--- src/rtl/stream_accumulator_pkg.sv ---
// rtl/stream_accumulator_pkg.sv - shared state encoding and defaults for stream_accumulator
package stream_accumulator_pkg;

  typedef enum logic {
    ST_ACC  = 1'b0,
    ST_HOLD = 1'b1
  } acc_state_e;

  localparam int unsigned WIDTH_DEF = 32;
  localparam int unsigned CNT_W_DEF = 8;

endpackage

--- src/rtl/stream_accumulator_ppa.sv ---
// rtl/stream_accumulator_ppa.sv - 32-bit Kogge-Stone parallel prefix adder (PPA_32)
module PPA_32 (
  input  logic [31:0] A,
  input  logic [31:0] B,
  input  logic        Cin,
  output logic [31:0] S,
  output logic        Cout
);

  logic [31:0] p0;
  logic [31:0] gen;
  logic [31:0] prop;
  logic [31:0] gen_n;
  logic [31:0] prop_n;
  logic [31:0] carry;

  // Five doubling-span prefix levels; gen[i]/prop[i] end up covering bits [i:0].
  always_comb begin
    p0     = A ^ B;
    gen    = A & B;
    prop   = p0;
    gen_n  = gen;
    prop_n = prop;
    for (int lvl = 0; lvl < 5; lvl++) begin
      for (int i = 0; i < 32; i++) begin
        if (i >= (1 << lvl)) begin
          gen_n[i]  = gen[i] | (prop[i] & gen[i - (1 << lvl)]);
          prop_n[i] = prop[i] & prop[i - (1 << lvl)];
        end else begin
          gen_n[i]  = gen[i];
          prop_n[i] = prop[i];
        end
      end
      gen  = gen_n;
      prop = prop_n;
    end
    carry = {gen[30:0] | (prop[30:0] & {31{Cin}}), Cin};
    S     = p0 ^ carry;
    Cout  = gen[31] | (prop[31] & Cin);
  end

endmodule

--- src/rtl/stream_accumulator.sv ---
// rtl/stream_accumulator.sv - packetised add/subtract accumulator around PPA_32
module stream_accumulator
  import stream_accumulator_pkg::*;
#(
  parameter int unsigned WIDTH = WIDTH_DEF,
  parameter int unsigned CNT_W = CNT_W_DEF
) (
  input  logic             clk,
  input  logic             rst_n,
  input  logic             in_valid,
  output logic             in_ready,
  input  logic [WIDTH-1:0] in_data,
  input  logic             in_sub,
  input  logic             in_last,
  output logic             out_valid,
  input  logic             out_ready,
  output logic [WIDTH-1:0] out_sum,
  output logic [CNT_W-1:0] out_count,
  output logic             out_uovf,
  output logic             out_sovf
);

  acc_state_e       state_q;
  logic [WIDTH-1:0] acc_q;
  logic [CNT_W-1:0] count_q;
  logic             uovf_q;
  logic             sovf_q;

  logic [WIDTH-1:0] acc_d;
  logic [CNT_W-1:0] count_d;
  logic             uovf_d;
  logic             sovf_d;

  logic [WIDTH-1:0] b_op;
  logic [WIDTH-1:0] sum;
  logic             cout;
  logic             beat_accept;
  logic             handoff;

  assign b_op = in_sub ? ~in_data : in_data;

  PPA_32 u_adder (
    .A    (acc_q),
    .B    (b_op),
    .Cin  (in_sub),
    .S    (sum),
    .Cout (cout)
  );

  assign beat_accept = in_valid && (state_q == ST_ACC);
  assign handoff     = out_ready && (state_q == ST_HOLD);

  // Subtraction is A + ~B + 1, so a missing carry-out there means a borrow.
  always_comb begin
    acc_d   = sum;
    count_d = (&count_q) ? count_q : count_q + 1'b1;
    uovf_d  = uovf_q | (in_sub ? ~cout : cout);
    sovf_d  = sovf_q | ((acc_q[WIDTH-1] == b_op[WIDTH-1]) && (sum[WIDTH-1] != acc_q[WIDTH-1]));
  end

  always_ff @(posedge clk) begin
    if (!rst_n) begin
      state_q <= ST_ACC;
      acc_q   <= '0;
      count_q <= '0;
      uovf_q  <= 1'b0;
      sovf_q  <= 1'b0;
    end else begin
      case (state_q)
        ST_ACC: begin
          if (beat_accept) begin
            acc_q   <= acc_d;
            count_q <= count_d;
            uovf_q  <= uovf_d;
            sovf_q  <= sovf_d;
            if (in_last) begin
              state_q <= ST_HOLD;
            end
          end
        end
        ST_HOLD: begin
          if (handoff) begin
            state_q <= ST_ACC;
            acc_q   <= '0;
            count_q <= '0;
            uovf_q  <= 1'b0;
            sovf_q  <= 1'b0;
          end
        end
        default: state_q <= ST_ACC;
      endcase
    end
  end

  assign in_ready  = (state_q == ST_ACC);
  assign out_valid = (state_q == ST_HOLD);
  assign out_sum   = acc_q;
  assign out_count = count_q;
  assign out_uovf  = uovf_q;
  assign out_sovf  = sovf_q;

endmodule

--- config.mk ---
export PLATFORM = sky130hd
export DESIGN_NAME = stream_accumulator
export DESIGN_NICKNAME = d
export VERILOG_FILES = /design/src/rtl/stream_accumulator_pkg.sv /design/src/rtl/stream_accumulator_ppa.sv /design/src/rtl/stream_accumulator.sv
export SDC_FILE = /design/constraint.sdc
export NUM_CORES = 1
export LEC_CHECK = 0
export CORE_ASPECT_RATIO = 0.7
export CORE_UTILIZATION = 27
export DETAILED_ROUTE_END_ITERATION = 12
export DONT_BUFFER_PORTS = 1
export HOLD_SLACK_MARGIN = 0.02
export SLEW_MARGIN = 20
export SYNTH_ARGS = -nofsm -noshare
export SYNTH_HDL_FRONTEND = slang
export SYNTH_SLANG_ARGS = --single-unit
--- constraint.sdc ---
create_clock -name clk -period 4.1 [get_ports clk]
set_input_delay 0.82 -clock clk [delete_from_list [all_inputs] [get_ports clk]]
set_output_delay 0.82 -clock clk [all_outputs]
set_load 0.005 [all_outputs]
==> results of run 1 <==
[critical path: stages]
cell	delay (ps)
xor2_1	150
ha_1	380
a211oi_2	240
o21bai_1	120
a21o_1	220
o211a_1	290
o311ai_1	430
nand3_1	140
a32o_1	260
[kinds of logic after synthesis]
group,after synthesis,share of synthesized area (%)
flip-flops,43,24.01
buffers and inverters,25,2.618
multiplexers,5,1.396
AND/OR/NAND/NOR,135,18.60
XOR/XNOR,56,13.68
adder cells (fa/ha/maj),33,11.52
AO/OA/AOI/OAI,143,28.17
[worst paths after layout]
kind / from / endpoint / slack, ps / cells after the start
setup / recovery: in_sub / out_sum[29] / 1230 / 9
hold / removal: out_sum[16] / out_sum[16] / 500 / 2
setup reg to reg: out_sum[15] / out_sum[29] / 1550 / 8
hold reg to reg: out_sum[16] / out_sum[16] / 500 / 2
[routing by layer]
layer	vias up	GRT usage [%]
li1	1613	-
met1	1473	20.33
met2	90	23.42
met3	7	6.474
met4	0	2.790
met5	-	0
[per-stage QoR]
stage	setup WS (ps)	cell area, um2	cells	utilization, %	power, mW
global placement	1021	3742	588	29.52	1.313
detailed placement	1003	3742	588	29.52	1.334
floorplan	445.4	3585	440	-	1.173
CTS	1306	3914	596	30.87	1.822
global route	1132	3918	596	30.90	1.952
finish	1231	3918	596	30.90	1.814
[layout make-up]
| cell class | count | share of cell area (%) |
|---|---|---|
| well taps | 162 | 5.174 |
| flip-flops and latches | 43 | 21.97 |
| repair buffers | 2 | 0.3833 |
| clock buffers | 5 | 3.194 |
| inverters | 9 | 0.8623 |
| clock inverters | 3 | 1.182 |
| multi-input cells | 372 | 67.23 |
[flip-flops by register name, indices dropped and copies added, names as in the netlist]
name       flops
out_valid      1
out_sovf       1
out_uovf       1
out_count      8
out_sum       32
[power by group through the flow]
stage	clock, mW	combinational (mW)	sequential (mW)
2_1_floorplan	0	0.626	0.547
3_3_place_gp	0	0.735	0.578
3_5_place_dp	0	0.754	0.580
4_1_cts	0.492	0.760	0.570
5_1_grt	0.509	0.863	0.580
6_report	0.480	0.767	0.567
[placed cells by master (no fill, tap or decap), types with 3 or more instances in the layout]
cell type   n
nor2_1     25
nor3b_1     3
o21bai_1    5
o21a_1      9
mux2i_1     5
a21o_1     19
nand3_1    19
a21oi_1    27
nand2_1    40
nor3_1      7
nor2b_1    13
a32o_1      3
inv_1       9
dfxtp_1    43
nand4_1     6
a211oi_1    5
a22oi_1     9
ha_1       33
xor2_1     47
or3_1       3
o211ai_1    6
and3_1      8
a211o_1     3
o21ai_0    22
clkbuf_16   5
xnor2_1     9
==> metrics, run 1 <==
Top Layer Used met4; fillers around 1.3k; Multi-input gate area 2634 um2; switching part of the total 39.24%; RSZ-0062 raised after global routing no; Global Route Usage Sum 15.39%; hold_ws 503.5 ps; Worst Path Arrival between 3000 and 4000 ps; Synth Instances 440; placer congestion estimate 0.8517; Synth Register Bits 43; clk root buf clkbuf_16; Pins Over Slew Limit 0; pin count of the biggest net entering global routing a little over 40; HP Class reg2reg; status completed; Post-Syn Area 3585 um2; setup bufs post-CTS 0; CTS buffer count 5; CP max FO 40; Area Growth Syn to Fin 9.285%; clock group share of total power between 20% and 30%; core footprint 12680 um2; cell-internal power 1.102 mW; clk buf depth 2; CTS tree built; post-synth top area share 24.01%; post-synth top area cell dfxtp_1; Setup TNS 0 ps; top post-synthesis cells by area dfxtp_1 (24%), ha_1 (12%), xor2_1 (11%); Main synth FF type dfxtp_1; Synth Warn # 0; most numerous cell in the Yosys netlist xor2_1; peak supply drop 0.1406 mV; setup violators final 0; CP Class in2reg; WL per Instance 17.26 um; Seq/Total Area, Yosys 24.01%; worst clock skew 8.914 ps; Commonest cells post-synth xor2_1 (47), dfxtp_1 (43), nand2_1 (40), ha_1 (33), a21oi_1 (28); fmax between 300 and 400 MHz; final wirelength 10290 um; height of the chip 98.41 um; standby leakage power 1.660 nW; cts repair resizes 0; measured slew at the worst slew-check pin 820.4 ps; WL met1 4825 um; H-tree depth 2; die extent in x 139.7 um; Via-to-Cell Ratio 5.341; EDFF count, synth 0; PD cells about 460 nW/um2; net count after synthesis a little over 500; critical path startpoint category input port; Worst Path Required 4290 ps; Post-synth ARST share 0%; DRC viols 0; Port Buf Inserts 0; post-route minimum period approximately 2900 ps; io pins 82; # clock sinks 43; drt first pass iters 4; Comb pwr share between 40% and 50%; Clock transition at path regs around 70 ps; CP Capture Type flip-flop; Max-Cap Viols 0; Sequential Power Share 31.3%; WL met2 4419 um; Post-Syn Area per Cell between 8 and 9 um2; relative slew slack 45.17%; # rows 34; post-route ant nets 0; first-pass GRT wire length between 15000 and 20000 um; die area 13750 um2; Starting DRT DRC Count 170; initial antenna violation count 0; fin nets 504; Psw 0.7117 mW; DR vias around 3.2k; Reg area 860.8 um2; Distinct cells, synth 59; Clock Latency Late Sink 290 ps; metal3 WL 968 um; number of global-route vias before repair 3118; HPWL Detailed 7892 um; # hold bufs at CTS 0; final hold vios 0; layout cell share with drive strength beyond 1 5.069%; Initial Util about 28%; ANT cells 0; fin crit share between 60% and 70%; grt ovf 0
(Power assumes the default switching activity.)
==> run 2: changes to the inputs <==
==> constraint.sdc (replaced) <==
create_clock -name clk -period 2.8 [get_ports clk]
set_input_delay 0.56 -clock clk [delete_from_list [all_inputs] [get_ports clk]]
set_output_delay 0.56 -clock clk [all_outputs]
set_load 0.005 [all_outputs]
==> run 2 against run 1 <==
First-iteration DRC count rose by 40%. Worst setup slack got worse by 970 ps. Non-clock buffer count rose by 18. Total power rose by 44%. Largest cell class unchanged. Hold slack got worse by 100 ps. Highest routed layer unchanged. Global-route usage fell by 0.11 points. Clock-buffer cell count did not move. Final cell count rose by 3.0%.
==> metrics, run 2 (same netlist as run 1, synthesis figures left out) <==
clk buf depth 2 (unchanged); # rows 34 (unchanged); Worst Path Required 2980 ps (-1310 ps); io pins 82 (unchanged); DR vias 3309 (+4.0%); WL per Instance 16.89 um (-2.1%); worst clock skew 4.639 ps (-4.275 ps); CP Class in2reg; relative slew slack 74.59% (+29 points); setup bufs post-CTS 0 (unchanged); clk root buf clkbuf_16; RSZ-0062 raised after global routing no; CP Capture Type flip-flop; Via-to-Cell Ratio 5.389 (+0.91%); placer congestion estimate 0.8402 (-1.4%); DRC viols 0 (unchanged); final wirelength 10370 um (+0.84%); number of global-route vias before repair 3169 (+1.6%); Worst path slowest cell a311oi_1; CP max FO 40 (unchanged); post-route ant nets 0 (unchanged); Setup WS post-layout 258.5 ps (-972.0 ps); critical path startpoint category input port; HP Class in2reg; Clock Latency Late Sink 300 ps (about the same); Finished Cell Area 4025 um2 (+2.7%); drt first pass iters 5 (+1); initial antenna violation count 0 (unchanged); commonest non-fill, non-tap cell in the layout xor2_1; status completed; CTS tree built; cts repair resizes 0 (unchanged); HPWL Detailed 8096 um (+2.6%); Setup TNS 0 ps (unchanged); max reg flops 32 (unchanged); Util after Layout 31.75% (+0.85 points); critical path cell sequence xor2_1 -> ha_1 -> a21oi_1 -> o21a_1 -> a2bb2oi_1 -> nand3_1 -> a311oi_1 -> xor2_1 -> o21ai_0; placed cell area 3885 um2 (+3.8%); total power 2.617 mW (+44%); Area Growth Syn to Fin 12.29%; pin count of the biggest net entering global routing 41 (unchanged); die area 13750 um2 (unchanged); # hold bufs at CTS 0 (unchanged); H-tree depth 2 (unchanged); fin nets 522 (+3.6%); # clock sinks 43 (unchanged); fillers 1351 (+0.30%); final hold vios 0 (unchanged); height of the chip 98.41 um (unchanged); Starting DRT DRC Count 238 (+40%); CTS buffer count 5 (unchanged); fmax 393.5 MHz; PD cells 650.2 nW/um2 (+40%); Max-Cap Viols 0 (unchanged); Placement Setup Slack -39.01 ps (-1042 ps); Pins Over Slew Limit 0 (unchanged); peak supply drop 0.2454 mV (+75%); Port Buf Inserts 0 (unchanged); fin crit share 90.77%; setup violators final 0 (unchanged); first-pass GRT wire length 16650 um (unchanged); ANT cells 0 (unchanged); Global Route Usage Sum 15.28% (-0.11 points); post-route minimum period 2542 ps; CP max stage delay 410 ps (-20 ps); layout cell share with drive strength beyond 1 8.850% (+3.8 points); CP most frequent cell xor2_1; most frequent cells in the layout xor2_1 (47), dfxtp_1 (43), nand2_1 (40); standby leakage power 1.739 nW (+4.8%); GRT met1 Usage 21.10% (+0.77 points); measured slew at the worst slew-check pin 377.9 ps (-442.5 ps); Worst Path Arrival 2720 ps (-340 ps); core footprint 12680 um2 (unchanged); GRT busiest layer met2; die extent in x 139.7 um (unchanged); grt ovf 0 (unchanged); GR Util met2 22.96% (-0.46 points); GR Layer Usage met3 5.101% (-1.4 points); Clock transition at path regs 60 ps (about the same); Initial Util 28.28% (unchanged)
## run 2: worst max-delay path: cells and delay by family
family,cells,cell delay (ps)
compound gates,5,1210
xor+xnor,2,330
simple gates,1,270
fa+ha+maj,1,340
## run 2: final cells by class
| cell class | instances | area [um2] | share of cell area [%] |
|---|---|---|---|
| Multi-Input combinational cell | 372 | 2638 | 65.53 |
| Sequential cell | 43 | 860.8 | 21.39 |
| Tap cell | 162 | 202.7 | 5.036 |
| Timing Repair Buffer | 20 | 150.1 | 3.730 |
| Clock buffer | 5 | 125.1 | 3.108 |
| Inverter | 9 | 33.78 | 0.8393 |
| Clock inverter | 3 | 15.01 | 0.3730 |
## run 2: where the power goes
part | internal, mW | switching (mW)
clock | 0.327 | 0.268
combinational | 0.531 | 0.664
sequential | 0.709 | 0.119
## run 2: per-stage QoR
step,std cells,hold WS (ps)
after floorplan,440,461.0
after global placement,606,498.2
after detailed placement,606,498.0
after CTS,614,386.7
after global routing,614,383.7
final,614,400.6
## run 2: layer usage
metal | wire length, um | vias up
met5 | 0 | -
met4 | 57 | 0
met3 | 900 | 8
met2 | 4324 | 124
met1 | 5088 | 1529
li1 | - | 1648
## run 2: path summary, 6_finish.rpt
kind / cells after the start / end / slack, ps / from
worst max-delay path: 9 / out_sum[18] / 260 / in_sub
worst min-delay path: 1 / out_count[1] / 400 / rst_n
worst max register to register: 8 / out_sum[18] / 330 / out_sum[9]
worst min register to register: 2 / out_sum[16] / 510 / out_sum[16]
==> run 3: changes to the inputs <==
--- a/config.mk
+++ b/config.mk
@@ -5,11 +5,13 @@
 export SDC_FILE = /design/constraint.sdc
 export NUM_CORES = 1
 export LEC_CHECK = 0
+export CAP_MARGIN = 10
 export CORE_ASPECT_RATIO = 0.7
 export CORE_UTILIZATION = 27
 export DETAILED_ROUTE_END_ITERATION = 12
 export DONT_BUFFER_PORTS = 1
 export HOLD_SLACK_MARGIN = 0.02
+export MAX_ROUTING_LAYER = met4
 export SLEW_MARGIN = 20
 export SYNTH_ARGS = -nofsm -noshare
 export SYNTH_HDL_FRONTEND = slang
==> run 3 against run 2 <==
Global-route usage is 0.47 points higher. Critical path type unchanged. Non-clock buffer count stayed put. Die area stayed put. Largest cell class unchanged. Clock-buffer cell count stayed put. Design area stayed put. Combinational power hardly changed. Hold slack hardly changed. Routed wire length hardly changed. Sequential power hardly changed.
==> metrics, run 3 (same netlist as run 1, synthesis figures left out) <==
status completed; die area 13750 um2 (unchanged); Finished Cell Area 4025 um2 (unchanged); setup bufs post-CTS 0 (unchanged); fin crit share 90.78% (about the same); Psw 1.051 mW (about the same); CP Capture Type flip-flop; # hold bufs at CTS 0 (unchanged); CP Class in2reg; Reg2Reg Setup Slack 330 ps (about the same); PD cells 650.1 nW/um2 (about the same); Setup TNS 0 ps (unchanged); HP Start rst_n; clk root buf clkbuf_16; # clock sinks 43 (unchanged); Sequential Power Share 31.6% (about the same); placed cell area 3885 um2 (unchanged); number of global-route vias before repair 3174 (+0.16%); Worst Path Arrival 2720 ps (about the same); worst reg-to-reg path cell count 8 (unchanged); DR vias 3313 (+0.12%); post-route ant nets 0 (unchanged); Worst Path Required 2970 ps (about the same); WHS Path Cells 1 (unchanged); DRC viols 0 (unchanged); setup violators final 0 (unchanged); clock group share of total power 22.7% (about the same); Via-to-Cell Ratio 5.396 (+0.12%); WL per Instance 16.88 um (about the same); measured slew at the worst slew-check pin 377.9 ps (unchanged); Area Growth Syn to Fin 12.29% (unchanged); H-tree depth 2 (unchanged); Worst Hold Path EP out_count[1]; HP Class in2reg; HPWL Detailed 8096 um (unchanged); pin count of the biggest net entering global routing 41 (unchanged); CP max FO 40 (unchanged); fin cells 614 (unchanged); drt first pass iters 5 (unchanged); max reg flops 32 (unchanged); Pins Over Slew Limit 0 (unchanged); standby leakage power 1.739 nW (unchanged); Initial Util 28.28% (unchanged); worst reg2reg startpoint out_sum[9]; ANT cells 0 (unchanged); peak supply drop 0.2454 mV (about the same); Cells after DPL 606 (unchanged); # rows 34 (unchanged); Global Route Usage Sum 15.76% (+0.47 points); Clock Latency Late Sink 300 ps (about the same); commonest non-fill, non-tap cell in the layout xor2_1; cell-internal power 1.566 mW (about the same); io pins 82 (unchanged); fin nets 522 (unchanged); clk buf depth 2 (unchanged); CTS tree built; final hold vios 0 (unchanged); Placement Setup Slack -39.01 ps (unchanged); Port Buf Inserts 0 (unchanged); post-route minimum period 2542 ps (+0.2920 ps); core footprint 12680 um2 (unchanged); cts repair resizes 0 (unchanged); most frequent cells in the layout xor2_1 (47), dfxtp_1 (43), nand2_1 (40); die extent in x 139.7 um (unchanged); worst clock skew 4.639 ps (-0.0001100 ps); CTS buffer count 5 (unchanged); final wirelength 10360 um (about the same); critical path startpoint category input port; Reg2Reg Capture Point out_sum[18]; relative slew slack 74.59% (unchanged); Clock transition at path regs 60 ps (about the same); placer congestion estimate 0.8533 (+1.6%); Comb pwr share 45.6% (about the same); grt ovf 0 (unchanged); hold_ws 400.9 ps (+0.2880 ps); fmax 393.4 MHz (about the same); Setup WS post-layout 258.2 ps (-0.2920 ps); fillers 1351 (unchanged); Starting DRT DRC Count 238 (unchanged); switching part of the total 40.15% (about the same); RSZ-0062 raised after global routing no; height of the chip 98.41 um (unchanged); initial antenna violation count 0 (unchanged); Max-Cap Viols 0 (unchanged); first-pass GRT wire length 16640 um (about the same); layout cell share with drive strength beyond 1 8.850% (unchanged)
[run 3: power groups by stage]
| stage | clock network, mW | registers, mW | logic (mW) |
|---|---|---|---|
| after floorplan | 0 | 0.801 | 0.928 |
| after global placement | 0 | 0.844 | 1.15 |
| after detailed placement | 0 | 0.845 | 1.18 |
| after CTS | 0.611 | 0.832 | 1.18 |
| after global routing | 0.638 | 0.847 | 1.33 |
| final | 0.595 | 0.828 | 1.19 |
[run 3: worst max path at each step]
| stage | start | end | depth (start not counted) |
|---|---|---|---|
| 4_1_cts | in_sub | out_sum[18] | 9 |
| 6_report | in_sub | out_sum[18] | 9 |
| 5_1_grt | in_sub | out_sum[18] | 9 |
| 3_3_place_gp | in_sub | out_sum[18] | 9 |
| 2_1_floorplan | in_sub | out_sum[23] | 11 |
| 3_5_place_dp | in_sub | out_sum[18] | 9 |
[run 3: per-layer routing]
layer	wire, um	vias to the layer above	global-route usage, %
met1	5142	1532	21.34
met2	4308	122	22.96
met4	74	0	3.128
li1	-	1649	-
met5	0	-	-
met3	839	10	4.708
[run 3: per-stage QoR]
stage / utilization (%) / power [mW]
finish: 31.75 / 2.617
global route: 31.75 / 2.817
CTS: 31.75 / 2.628
detailed placement: 30.65 / 2.022
global placement: 30.65 / 1.995
floorplan: - / 1.730
[run 3: final cells by class]
type / instances / area, um2 / share of cell area [%]
Clock buffer: 5 / 125.1 / 3.108
Timing Repair Buffer: 20 / 150.1 / 3.730
Clock inverter: 3 / 15.01 / 0.3730
Multi-Input combinational cell: 372 / 2638 / 65.53
Sequential cell: 43 / 860.8 / 21.39
Tap cell: 162 / 202.7 / 5.036
Inverter: 9 / 33.78 / 0.8393
[run 3: worst max-delay path: stages]
cell	delay, ps
xor2_1	150
ha_1	340
a21oi_1	160
o21a_1	200
a2bb2oi_1	350
nand3_1	270
a311oi_1	410
xor2_1	180
o21ai_0	90
